<file path="config.mk">
export PLATFORM = sky130hd
export DESIGN_NAME = rf_wr_arbiter_flat
export DESIGN_NICKNAME = d
export VERILOG_FILES = /design/src/rtl/rf_wr_arbiter_if.sv /design/src/rtl/rf_wr_arbiter.sv /design/src/flat_wrapper.sv
export SDC_FILE = /design/constraint.sdc
export NUM_CORES = 1
export LEC_CHECK = 0
export ABC_AREA = 1
export ABC_CLOCK_PERIOD_IN_PS = 4900
export BUFFER_PORTS_ARGS = -buffer_cell sky130_fd_sc_hd__buf_2
export CORE_UTILIZATION = 51
export DETAILED_ROUTE_END_ITERATION = 10
export PLACE_DENSITY = 0.85
export SLEW_MARGIN = 20
export SYNTH_ARGS = -nofsm -noshare
export SYNTH_HDL_FRONTEND = slang
export SYNTH_SLANG_ARGS = --single-unit
</file>
<file path="constraint.sdc">
create_clock -name clk -period 4.9 [get_ports clk]
set_input_delay 0.735 -clock clk [delete_from_list [all_inputs] [get_ports clk]]
set_output_delay 0.735 -clock clk [all_outputs]
set_load 0.05 [all_outputs]
</file>
<file path="src/rtl/rf_wr_arbiter_if.sv">
// Bus bundle between the writeback sources and the register-file write arbiter.
// The master side belongs to the requesters, the slave side to the arbiter.
interface rf_wr_arbiter_if #(
  parameter int NREQ = 3,
  parameter int AW   = 3,
  parameter int DW   = 16,
  parameter int CW   = 8
);

  logic [NREQ-1:0]    req;
  logic [NREQ*AW-1:0] req_addr;
  logic [NREQ*DW-1:0] req_data;
  logic               hold;

  logic [NREQ-1:0]    gnt;
  logic               rf_we;
  logic [AW-1:0]      rf_waddr;
  logic [DW-1:0]      rf_wdata;
  logic               r0_drop;
  logic [CW-1:0]      conflict_cnt;

  modport master (
    output req, req_addr, req_data, hold,
    input  gnt, rf_we, rf_waddr, rf_wdata, r0_drop, conflict_cnt
  );

  modport slave (
    input  req, req_addr, req_data, hold,
    output gnt, rf_we, rf_waddr, rf_wdata, r0_drop, conflict_cnt
  );

endinterface

</file>
<file path="src/rtl/rf_wr_arbiter.sv">
// Round-robin arbiter for the single register-file write port: one registered
// write per cycle, R0 writes suppressed, contention counted.
module rf_wr_arbiter #(
  parameter int NREQ = 3,
  parameter int AW   = 3,
  parameter int DW   = 16,
  parameter int CW   = 8
) (
  input  logic           clk,
  input  logic           rst,
  rf_wr_arbiter_if.slave bus
);

  localparam int            IW       = (NREQ > 1) ? $clog2(NREQ) : 1;
  localparam logic [IW-1:0] LAST_RST = IW'(NREQ - 1);
  localparam logic [CW-1:0] CNT_MAX  = '1;

  typedef enum logic {
    IDLE  = 1'b0,
    GRANT = 1'b1
  } state_e;

  state_e          state_q, state_d;
  logic [NREQ-1:0] gnt_q, gnt_d;
  logic            rf_we_q, rf_we_d;
  logic [AW-1:0]   rf_waddr_q, rf_waddr_d;
  logic [DW-1:0]   rf_wdata_q, rf_wdata_d;
  logic            r0_drop_q, r0_drop_d;
  logic [IW-1:0]   last_q, last_d;
  logic [CW-1:0]   cnt_q, cnt_d;

  logic [NREQ-1:0] eligible;
  logic            any_elig;
  logic            multi_elig;
  logic            fire;
  logic [IW-1:0]   winner;
  logic [AW-1:0]   win_addr;
  logic [DW-1:0]   win_data;

  // A requester granted this cycle is still showing its old req level; mask it.
  always_comb begin : eligibility
    eligible   = bus.req & ~gnt_q;
    any_elig   = |eligible;
    multi_elig = (eligible & (eligible - NREQ'(1))) != '0;
    fire       = !bus.hold && any_elig;
  end

  // Search starts one past the previous winner and wraps.
  always_comb begin : pick_winner
    int   idx;
    logic found;
    winner = last_q;
    found  = 1'b0;
    idx    = 0;
    for (int k = 1; k <= NREQ; k++) begin
      idx = (int'(last_q) + k) % NREQ;
      if (!found && eligible[idx]) begin
        winner = IW'(idx);
        found  = 1'b1;
      end
    end
  end

  always_comb begin : winner_slice
    win_addr = bus.req_addr[int'(winner)*AW +: AW];
    win_data = bus.req_data[int'(winner)*DW +: DW];
  end

  always_comb begin : next_state
    // NOTE: every signal gets a default before any branch, so no path leaves
    // a value unassigned and no latch is inferred.
    state_d    = IDLE;
    gnt_d      = '0;
    rf_we_d    = 1'b0;
    r0_drop_d  = 1'b0;
    rf_waddr_d = rf_waddr_q;
    rf_wdata_d = rf_wdata_q;
    last_d     = last_q;
    cnt_d      = cnt_q;

    // GRANT is a one-cycle state; both states re-arbitrate on every edge.
    unique case (state_q)
      IDLE:    state_d = fire ? GRANT : IDLE;
      GRANT:   state_d = fire ? GRANT : IDLE;
      default: state_d = IDLE;
    endcase

    if (fire) begin
      gnt_d      = NREQ'(1) << winner;
      rf_waddr_d = win_addr;
      rf_wdata_d = win_data;
      rf_we_d    = (win_addr != '0);
      r0_drop_d  = (win_addr == '0);
      last_d     = winner;
    end

    if (!bus.hold && multi_elig && (cnt_q != CNT_MAX)) begin
      cnt_d = cnt_q + CW'(1);
    end
  end

  // NOTE: sequential state uses non-blocking assignments so every flop
  // samples the pre-edge values of the others.
  always_ff @(posedge clk or negedge rst) begin
    if (!rst) begin
      state_q    <= IDLE;
      gnt_q      <= '0;
      rf_we_q    <= 1'b0;
      rf_waddr_q <= '0;
      rf_wdata_q <= '0;
      r0_drop_q  <= 1'b0;
      last_q     <= LAST_RST;
      cnt_q      <= '0;
    end else begin
      state_q    <= state_d;
      gnt_q      <= gnt_d;
      rf_we_q    <= rf_we_d;
      rf_waddr_q <= rf_waddr_d;
      rf_wdata_q <= rf_wdata_d;
      r0_drop_q  <= r0_drop_d;
      last_q     <= last_d;
      cnt_q      <= cnt_d;
    end
  end

  assign bus.gnt          = gnt_q;
  assign bus.rf_we        = rf_we_q;
  assign bus.rf_waddr     = rf_waddr_q;
  assign bus.rf_wdata     = rf_wdata_q;
  assign bus.r0_drop      = r0_drop_q;
  assign bus.conflict_cnt = cnt_q;

endmodule

</file>
<file path="src/flat_wrapper.sv">
// flat-port wrapper written by rule: the top's interface ports become plain ports
module rf_wr_arbiter_flat 
#(
  parameter int NREQ = 3,
  parameter int AW   = 3,
  parameter int DW   = 16,
  parameter int CW   = 8
)
  (clk, rst, bus_req, bus_req_addr, bus_req_data, bus_hold, bus_gnt, bus_rf_we, bus_rf_waddr, bus_rf_wdata, bus_r0_drop, bus_conflict_cnt);
  rf_wr_arbiter_if #(.NREQ(NREQ), .AW(AW), .DW(DW), .CW(CW)) bus_i ();
  input  logic clk;
  input  logic rst;
  input wire logic [$bits(bus_i.req)-1:0] bus_req;
  input wire logic [$bits(bus_i.req_addr)-1:0] bus_req_addr;
  input wire logic [$bits(bus_i.req_data)-1:0] bus_req_data;
  input wire logic [$bits(bus_i.hold)-1:0] bus_hold;
  output wire logic [$bits(bus_i.gnt)-1:0] bus_gnt;
  output wire logic [$bits(bus_i.rf_we)-1:0] bus_rf_we;
  output wire logic [$bits(bus_i.rf_waddr)-1:0] bus_rf_waddr;
  output wire logic [$bits(bus_i.rf_wdata)-1:0] bus_rf_wdata;
  output wire logic [$bits(bus_i.r0_drop)-1:0] bus_r0_drop;
  output wire logic [$bits(bus_i.conflict_cnt)-1:0] bus_conflict_cnt;
  assign bus_i.req = bus_req;
  assign bus_i.req_addr = bus_req_addr;
  assign bus_i.req_data = bus_req_data;
  assign bus_i.hold = bus_hold;
  assign bus_gnt = bus_i.gnt;
  assign bus_rf_we = bus_i.rf_we;
  assign bus_rf_waddr = bus_i.rf_waddr;
  assign bus_rf_wdata = bus_i.rf_wdata;
  assign bus_r0_drop = bus_i.r0_drop;
  assign bus_conflict_cnt = bus_i.conflict_cnt;
  rf_wr_arbiter #(.NREQ(NREQ), .AW(AW), .DW(DW), .CW(CW)) u_core (.clk(clk), .rst(rst), .bus(bus_i));
endmodule
</file>
### Word-level counts from Yosys, hierarchy flattened

Index checks and enable logic that the tools add are counted.

* bits in registers: 34
* input bits: 63
* output and inout port bits: 32
* word-level logic and storage cells: 55

* add/sub/neg operators: 5
* multiply operators: 1
* div/mod/pow operators: 3
* order comparisons: 3
* equal/unequal tests: 1
* shift-type cells: 3
* multiplexer cells: 17
* bitwise logic cells: 3
* reduce and logical (&&, ||, !) cells: 12

Operators by type and width (number)
* 32-bit by 4-bit < comparator with 1-bit output (second input constant): 3
* 32-bit by 3-bit remainder unit with 32-bit output (second input constant): 3
* 48-bit by 7-bit variable part select with 16-bit output: 1
* 9-bit by 32-bit variable part select with 3-bit output: 1
* 1-bit two-way mux: 10
* 8-bit by 1-bit adder with 8-bit output (second input constant): 1
* 8-bit inequality test (second input constant): 1
* 2-bit by 2-bit adder with 3-bit output (second input constant): 2
* 3-bit bitwise AND: 2
* 1-bit binary-select mux with 2-bit select: 3
* 2-bit two-way mux: 3
* 3-bit nonzero test: 2
* 1-bit logical AND: 5
* 2-bit by 2-bit multiplier with 4-bit output (second input constant): 1
* 2-bit by 1-bit adder with 3-bit output (second input constant): 1
* 1-bit logical NOT: 3
* 3-bit logical NOT: 1
* 3-bit two-way mux: 1
* 3-bit NOT: 1
* 3-bit OR reduction: 1
* 1-bit by 2-bit << shifter with 3-bit output (first input constant): 1
* 3-bit by 1-bit subtractor with 3-bit output (second input constant): 1

### Longest topological paths before layout

Gate-level depths: netlist of run 1.

* depth in word-level cells: 16
* gate-level depth with buffers: 18
* depth with buffers taken out: 18

### Worst setup path after synthesis of run 1

OpenSTA, ideal clock, no wires.

* kind: register -> register
* from: register u_core.last_q[1]
* to: register u_core.rf_wdata_q[10] (netlist: u_core.bus.rf_wdata[10])
* library setup time: 0.128 ns
* arrival time: 2.061 ns
* required time: 4.772 ns
* path slack: 2.711 ns
* stages on the path, launching flop included: 14
* path buffers: 2
* clock period less this slack: 2.189 ns
* path through: dfstp_2 > ha_1 > o21ai_1 > nand2_4 > nand2_2 > inv_4 > nand2_4 > nand3_2 > nand2_2 > buf_6 > inv_2 > buf_6 > o211ai_2 > nand3_1

* longest elaborated chain between the ends: 13
* elaborated cells between the ends (all ways): 25
* classes of those cells: add/sub: 3; div: 3; shift: 1; mux: 14; reduce/logical: 4

RTL lines
* start, declared: line rf_wr_arbiter.sv:29 `logic [IW-1:0] last_q, last_d;`
* start signal, assigned: line rf_wr_arbiter.sv:121 `last_q <= last_d;`
* 2-bit by 1-bit adder with 3-bit output: line rf_wr_arbiter.sv:56 `idx = (int'(last_q) + k) % NREQ;`
* 32-bit by 3-bit remainder unit with 32-bit output: line rf_wr_arbiter.sv:56
* 1-bit binary-select mux with 2-bit select: line rf_wr_arbiter.sv:57 `if (!found && eligible[idx]) begin`
* 1-bit two-way mux (not written as such) (2 in series): line rf_wr_arbiter.sv:57
* 1-bit two-way mux: line rf_wr_arbiter.sv:57
* 1-bit logical NOT: line rf_wr_arbiter.sv:57
* 1-bit logical AND: line rf_wr_arbiter.sv:57
* 1-bit two-way mux: line rf_wr_arbiter.sv:57
* 1-bit logical NOT: line rf_wr_arbiter.sv:57
* 1-bit logical AND: line rf_wr_arbiter.sv:57
* 2-bit two-way mux *: line rf_wr_arbiter.sv:57
* 48-bit by 7-bit variable part select with 16-bit output *: line rf_wr_arbiter.sv:66 `win_data = bus.req_data[int'(winner)*DW +: DW];`
* end signal, assigned: line rf_wr_arbiter.sv:119 `rf_wdata_q <= rf_wdata_d;`
* end, declared: line rf_wr_arbiter.sv:27 `logic [DW-1:0] rf_wdata_q, rf_wdata_d;`

Mark *: on every way between the ends. The rest lies on a longest branch, timed or not. The select of a mux whose other input is x is not followed.
A chain may end at the register's enable or synchronous reset.

### Worst setup path in the final report of run 1

* from: register u_core.last_q[1]
* to: register u_core.rf_wdata_q[3] (netlist: u_core.bus.rf_wdata[3])

The elaborated chain is that of the path after synthesis.

==> reports/results.ini, run 1 <==
[route]
viasPerCell = 5.33
wl_per_cell_um = 13.2
drtIter0Drc = 105
wl_um = 5360
vias = 2166
drc = 0
first_pass_iters = 4
detail-route-antenna-nets = 0

[setup_path]
cp_slowest_cell = dfstp_2
reg2reg_to = u_core.bus.rf_wdata[3]
crit_chain = inv_1, ha_1, inv_1, nand2_1, nand3_1, nand2_1, inv_1, nand3_1, nand2_2, inv_2, o211ai_1, nand3_1
required_ns = 5.05
path_depth = 12
cp-end-kind = register
path_buf_inv = 4
rr_startpoint = u_core.last_q[1]
path_delay_family = simple AND/OR/NAND/NOR gates
r2r_cells = 12
slowest_delay_ns = 0.56
critPathMaxFanout = 20
startpoint_type = register
r2r_setup_slack_ns = 2.28
critPathArrivalTime_ns = 2.77
worstSetupPathType = register to register

[final_layout]
layout.nets = 423
final_core_util_pct = 68.0
fillerInstances = 343
layout-drive-gt1-share_pct = 39.0
antennaDiodeCount = 0
syn2layout_area_growth_pct = 26.8

[hold_path]
holdPathStages = 1
hp-start = u_core.bus.conflict_cnt[7]
hold_class = register to register
hold_path_end = u_core.bus.conflict_cnt[7]

[global_routing]
grt_max_degree = 35
grtUsageTotal_pct = 24.6
antenna_found_initial = 0
grt_overflow = 0
grt_pass1_vias = 1923
grt_pass1_wl_um = 8280

[synthesis]
syn_nets = 328
synth_seq_cells = 34
netlist_area_um2 = 2180
syn_area_per_cell_um2 = 8.37
synth.distinct_cells = 34
synth_seq_area_share_pct = 39.2
yosysWarnings = 0
syn_inst = 260

[clock_network]
clk_pin_slew_ns = 0.07
clk_latency_ns = 0.28
cts_made_buffers = 5
cts-resized-gates = 0
cts_max_level = 2
cts_setup_buffers = 0
root_buffer = clkbuf_8
clockBufferDepth = 2
cts_tree = yes
cts.sinks = 34
cts_hold_buf = 0

[timing]
setup_viol = 0
fin_skew_ns = 0.00327
rsz0062_at_grt = false
slew_viol_final = 0
finalWorstSetupSlack_ns = 2.28
max_slew_margin_pct = 51.3
tightest_slew_ns = 0.730
finalHoldViolCount = 0
fin_crit_sh_pct = 53.4
hold_ws_ns = 0.495
tns_ns = 0
fin_crit_ns = 2.62
fmaxAchievable_ghz = 0.382

[outcome]
outcome = completed

[floorplan]
ios = 95
dieArea_um2 = 4530
num_rows = 23
core_um2 = 4060
die_y_um = 67.3
die_w_um = 67.3
initial_core_util_pct = 53.6

[placement]
preCtsSetupSlack_ns = 2.30
hpwl_um = 4110
place_congestion = 0.841
portBuffers = 94

[flow_run]
cap_violations = 0

[placed cells by master, fill, tap and decap left out]
master | synthesis | routed
nand2_4 | 4 | 4
nand2_2 | 5 | 5
dfstp_2 | 1 | 1
o21ai_1 | 3 | 3
nand4_1 | 2 | 2
ha_1 | 5 | 5
clkinvlp_4 | 0 | 1
nor2_2 | 2 | 2
nor3_1 | 2 | 2
clkinv_1 | 1 | 1
buf_4 | 0 | 1
buf_2 | 0 | 94
nand2_1 | 52 | 52
or2_0 | 6 | 6
a31oi_1 | 2 | 2
o21ai_2 | 2 | 2
inv_4 | 2 | 2
clkinv_2 | 0 | 1
mux2_2 | 1 | 1
nand3_2 | 4 | 4
nor2_8 | 1 | 1
o21ai_0 | 6 | 6
xor2_1 | 4 | 4
nor2_1 | 12 | 12
or2_1 | 10 | 10
o211ai_2 | 11 | 11
dfrtp_1 | 33 | 33
inv_2 | 2 | 2
nand3b_1 | 1 | 1
clkbuf_8 | 0 | 6
o211ai_1 | 6 | 6
a21oi_1 | 3 | 3
nand3_1 | 45 | 45
nor3_4 | 1 | 1
inv_1 | 21 | 21
xnor2_1 | 3 | 3
[routing by layer]
metal | vias up | track usage (%) | part of all wire (%)
li1 | 1051 | - | -
met1 | 1024 | 28.8 | 42
met2 | 83 | 42.8 | 51
met3 | 8 | 6.42 | 6.0
met4 | 0 | 9.04 | 1.4
met5 | - | 0 | 0
[cell usage after synthesis, drive strengths merged]
cell	n	area (µm²)
buf	3	37.5
clkbuf	4	15.0
nand2	61	272
clkinv	1	3.75
nand4	2	12.5
inv	25	98.9
ha	5	62.6
or2	16	100
nor2	15	77.6
o21ai	11	62.6
o211ai	17	183
nand3b	1	7.51
mux2	1	11.3
xor2	4	35.0
a31oi	2	12.5
dfrtp	33	826
nand3	49	265
xnor2	3	26.3
a21oi	3	15.0
nor3	3	26.3
dfstp	1	26.3
[worst register-to-register path: cells and delay by family (launching register included)]
family / cells / cell delay [ns]
AOI/OAI and AO/OA: 1 / 0.22
adders and majority gates: 1 / 0.23
buffers and inverters: 4 / 0.62
DFF: 1 / 0.56
and+or+nand+nor: 6 / 0.85
[kinds of logic (layout without fill, tap and decap cells)]
kind of cell	count (synthesis)	in the layout	share of synthesized area, %
XOR/XNOR	7	7	2.82
multiplexers	1	1	0.518
buffers and inverters	33	129	7.13
flip-flops	34	34	39.2
AO/OA/AOI/OAI	33	33	12.5
AND/OR/NAND/NOR	147	147	35.0
adder cells (fa/ha/maj)	5	5	2.88
[area by class of cell]
class                   instances  area, µm²  area share (%)
clock buffers                   6       82.6            2.99
clock inverters                 2       12.5           0.454
inverters                      26        103            3.72
multi-input cells             193       1170            42.4
flip-flops and latches         34        852            30.9
well taps                      50       62.6            2.27
repair buffers                 95        478            17.3
[how the worst max path moves through the flow]
stage                                 from                 endpoint  slack [ns]
after global routing      u_core.last_q[1]  u_core.bus.rf_wdata[15]        2.06
after floorplan           u_core.last_q[1]  u_core.bus.rf_wdata[10]        2.71
after global placement    u_core.last_q[0]  u_core.bus.rf_wdata[15]        2.38
after detailed placement        bus_req[2]  u_core.bus.rf_wdata[14]        2.30
after CTS                 u_core.last_q[0]  u_core.bus.rf_wdata[14]        2.30
final                     u_core.last_q[1]   u_core.bus.rf_wdata[3]        2.28
[sequential cells by signal, summed over array words and instances (netlist names)]
name	flops
u_core.bus.rf_wdata	16
u_core.bus.conflict_cnt	8
u_core.bus.gnt	3
u_core.bus.rf_waddr	3
u_core.last_q	2
u_core.bus.r0_drop	1
u_core.bus.rf_we	1
[per-stage QoR]
stage	instance area (µm²)	cells
2_1_floorplan	2180	260
5_1_grt	2760	406
6_report	2760	406
3_3_place_gp	2660	398
3_5_place_dp	2660	398
4_1_cts	2760	406
Power of run 1 is left out: the tool's default activity adds up to more than one toggle a clock period on the data nets, which glitch-free logic cannot reach.
==> run 2, diff against run 1 <==
--- a/config.mk
+++ b/config.mk
@@ -6,11 +6,11 @@
 export NUM_CORES = 1
 export LEC_CHECK = 0
 export ABC_AREA = 1
-export ABC_CLOCK_PERIOD_IN_PS = 4900
+export ABC_CLOCK_PERIOD_IN_PS = 2130
 export BUFFER_PORTS_ARGS = -buffer_cell sky130_fd_sc_hd__buf_2
-export CORE_UTILIZATION = 51
+export CORE_UTILIZATION = 43
 export DETAILED_ROUTE_END_ITERATION = 10
-export PLACE_DENSITY = 0.85
+export PLACE_DENSITY = 0.76
 export SLEW_MARGIN = 20
 export SYNTH_ARGS = -nofsm -noshare
 export SYNTH_HDL_FRONTEND = slang
==> constraint.sdc (replaced) <==
create_clock -name clk -period 2.13 [get_ports clk]
set_input_delay 0.3195 -clock clk [delete_from_list [all_inputs] [get_ports clk]]
set_output_delay 0.3195 -clock clk [all_outputs]
set_load 0.05 [all_outputs]
==> reports/results.ini, run 2 (synthesis gave the netlist of run 1 again) <==
[outcome]
outcome = complete, but fails checks
violations = negative setup slack

[setup_path]
startpoint_type = register
cp_slowest_cell = dfstp_2
r2r_cells = 14
rr_startpoint = u_core.last_q[1]
reg2reg_to = u_core.bus.rf_wdata[2]
cp-end-kind = register
required_ns = 2.35
slowest_delay_ns = 0.58
critPathArrivalTime_ns = 2.55
r2r_setup_slack_ns = -0.21
worstSetupPathType = register to register
crit_chain = ha_4, nand3_4, nand3_4, nand2_8, nand2_8, buf_6, nand2_4, o21ai_4, nand2_4, nand2_8, buf_6, nor2_4, nand3_2, nand3_2
critPathMaxFanout = 7
crit_top_cell = nand2_8

[timing]
setup_viol = 25
fmaxAchievable_ghz = 0.428
rsz0062_at_grt = true
finalWorstSetupSlack_ns = -0.206
fin_crit_sh_pct = 110
max_slew_margin_pct = 49.5
fin_crit_ns = 2.34
finalHoldViolCount = 0
tightest_slew_ns = 0.757
slew_viol_final = 0
fin_skew_ns = 0.00386

[final_layout]
largest_register_ffs = 16
layout.nets = 477
fillerInstances = 299
layout_common_cells = 94 x buf_2, 44 x nand2_1, 34 x buf_4
postLayoutCellArea_um2 = 3690
syn2layout_area_growth_pct = 69.6
final_common_cell = buf_2
antennaDiodeCount = 0
layout-drive-gt1-share_pct = 58.8
final_cells = 477

[global_routing]
grtUsageTotal_pct = 25.4
grt_pass1_wl_um = 10400
grt_pass1_vias = 2323
grt_max_degree = 35
antenna_found_initial = 0
grt_overflow = 0

[clock_network]
clk_pin_slew_ns = 0.07
clk_latency_ns = 0.28
clockBufferDepth = 2
root_buffer = clkbuf_8
cts_made_buffers = 5
cts_tree = yes
cts_max_level = 2
cts.sinks = 34

[placement]
place_congestion = 0.907
hpwl_um = 4490
place_inst = 448
placed_cell_area_um2 = 2980
portBuffers = 94

[floorplan]
ios = 95
dieArea_um2 = 5350
core_um2 = 4790
die_w_um = 73.1
die_y_um = 73.1
initial_core_util_pct = 45.5
num_rows = 25

[route]
wl_um = 7170
wl_per_cell_um = 15.0
drtIter0Drc = 97
vias = 2438
first_pass_iters = 7
detail-route-antenna-nets = 0
drc = 0
viasPerCell = 5.11

[flow_run]
cap_violations = 0

[hold_path]
hold_class = primary input to async pin

## run 2: changes by cell type in the layout (fill, tap and decap cells not counted), sizes merged
cell      before  now
clkinvlp       1    0
clkbuf         6    7
buf           95  149
## run 2: repair_timing
item,in CTS,in global routing
gates resized for setup,69,31
pin swaps,15,27
endpoints found under the setup margin,26,26
hold buffers,0,0
cloned,0,0
buffers inserted,13,8
## run 2: stage by stage
step | setup TNS [ns] | util, % | hold WS (ns) | setup WS [ns]
after global routing | -6.54 | 77.1 | 0.149 | -0.306
after detailed placement | -3.62 | 62.2 | 0.426 | -0.217
after global placement | -1.94 | 62.2 | 0.423 | -0.132
after floorplan | 0 | - | 0.0239 | 0.00684
after CTS | -0.862 | 72.9 | 0.126 | -0.0712
final | -3.77 | 77.1 | 0.102 | -0.206
## run 2: how the worst max path moves through the flow
stage | from | endpoint | slack (ns) | cells after the start
after floorplan | u_core.last_q[1] | u_core.bus.rf_wdata[10] | 0.007 | 14
after global placement | u_core.last_q[1] | u_core.bus.rf_wdata[10] | -0.13 | 14
after detailed placement | u_core.last_q[1] | u_core.bus.rf_wdata[13] | -0.22 | 14
after CTS | u_core.last_q[1] | u_core.bus.rf_wdata[13] | -0.07 | 13
after global routing | u_core.last_q[1] | u_core.bus.rf_wdata[7] | -0.31 | 15
final | u_core.last_q[1] | u_core.bus.rf_wdata[2] | -0.21 | 14
## run 2: final cells by class
class / count / area (µm²) / share of cell area (%)
clock buffer: 7 / 86.3 / 2.34
multi-input combinational: 193 / 1560 / 42.1
inverter: 26 / 120 / 3.25
timing repair buffer: 149 / 988 / 26.8
tap: 67 / 83.8 / 2.27
sequential: 34 / 852 / 23.1
clock inverter: 1 / 5.00 / 0.136
## run 2: routing by layer
layer	global-route usage [%]	routed length (µm)	vias to the layer above
met5	0	0	-
met4	8.06	172	0
met3	5.11	375	19
met2	45.4	3610	110
met1	30.6	3010	1148
li1	-	-	1161
## run 2: critical path: cells and delay by family (launching register included)
kind / cells / cell delay, ns
compound gates: 1 / 0.06
simple gates: 10 / 1.12
fa+ha+maj: 1 / 0.25
buf+inv: 2 / 0.26
flops: 1 / 0.58
Power of run 2 is left out for the same reason.
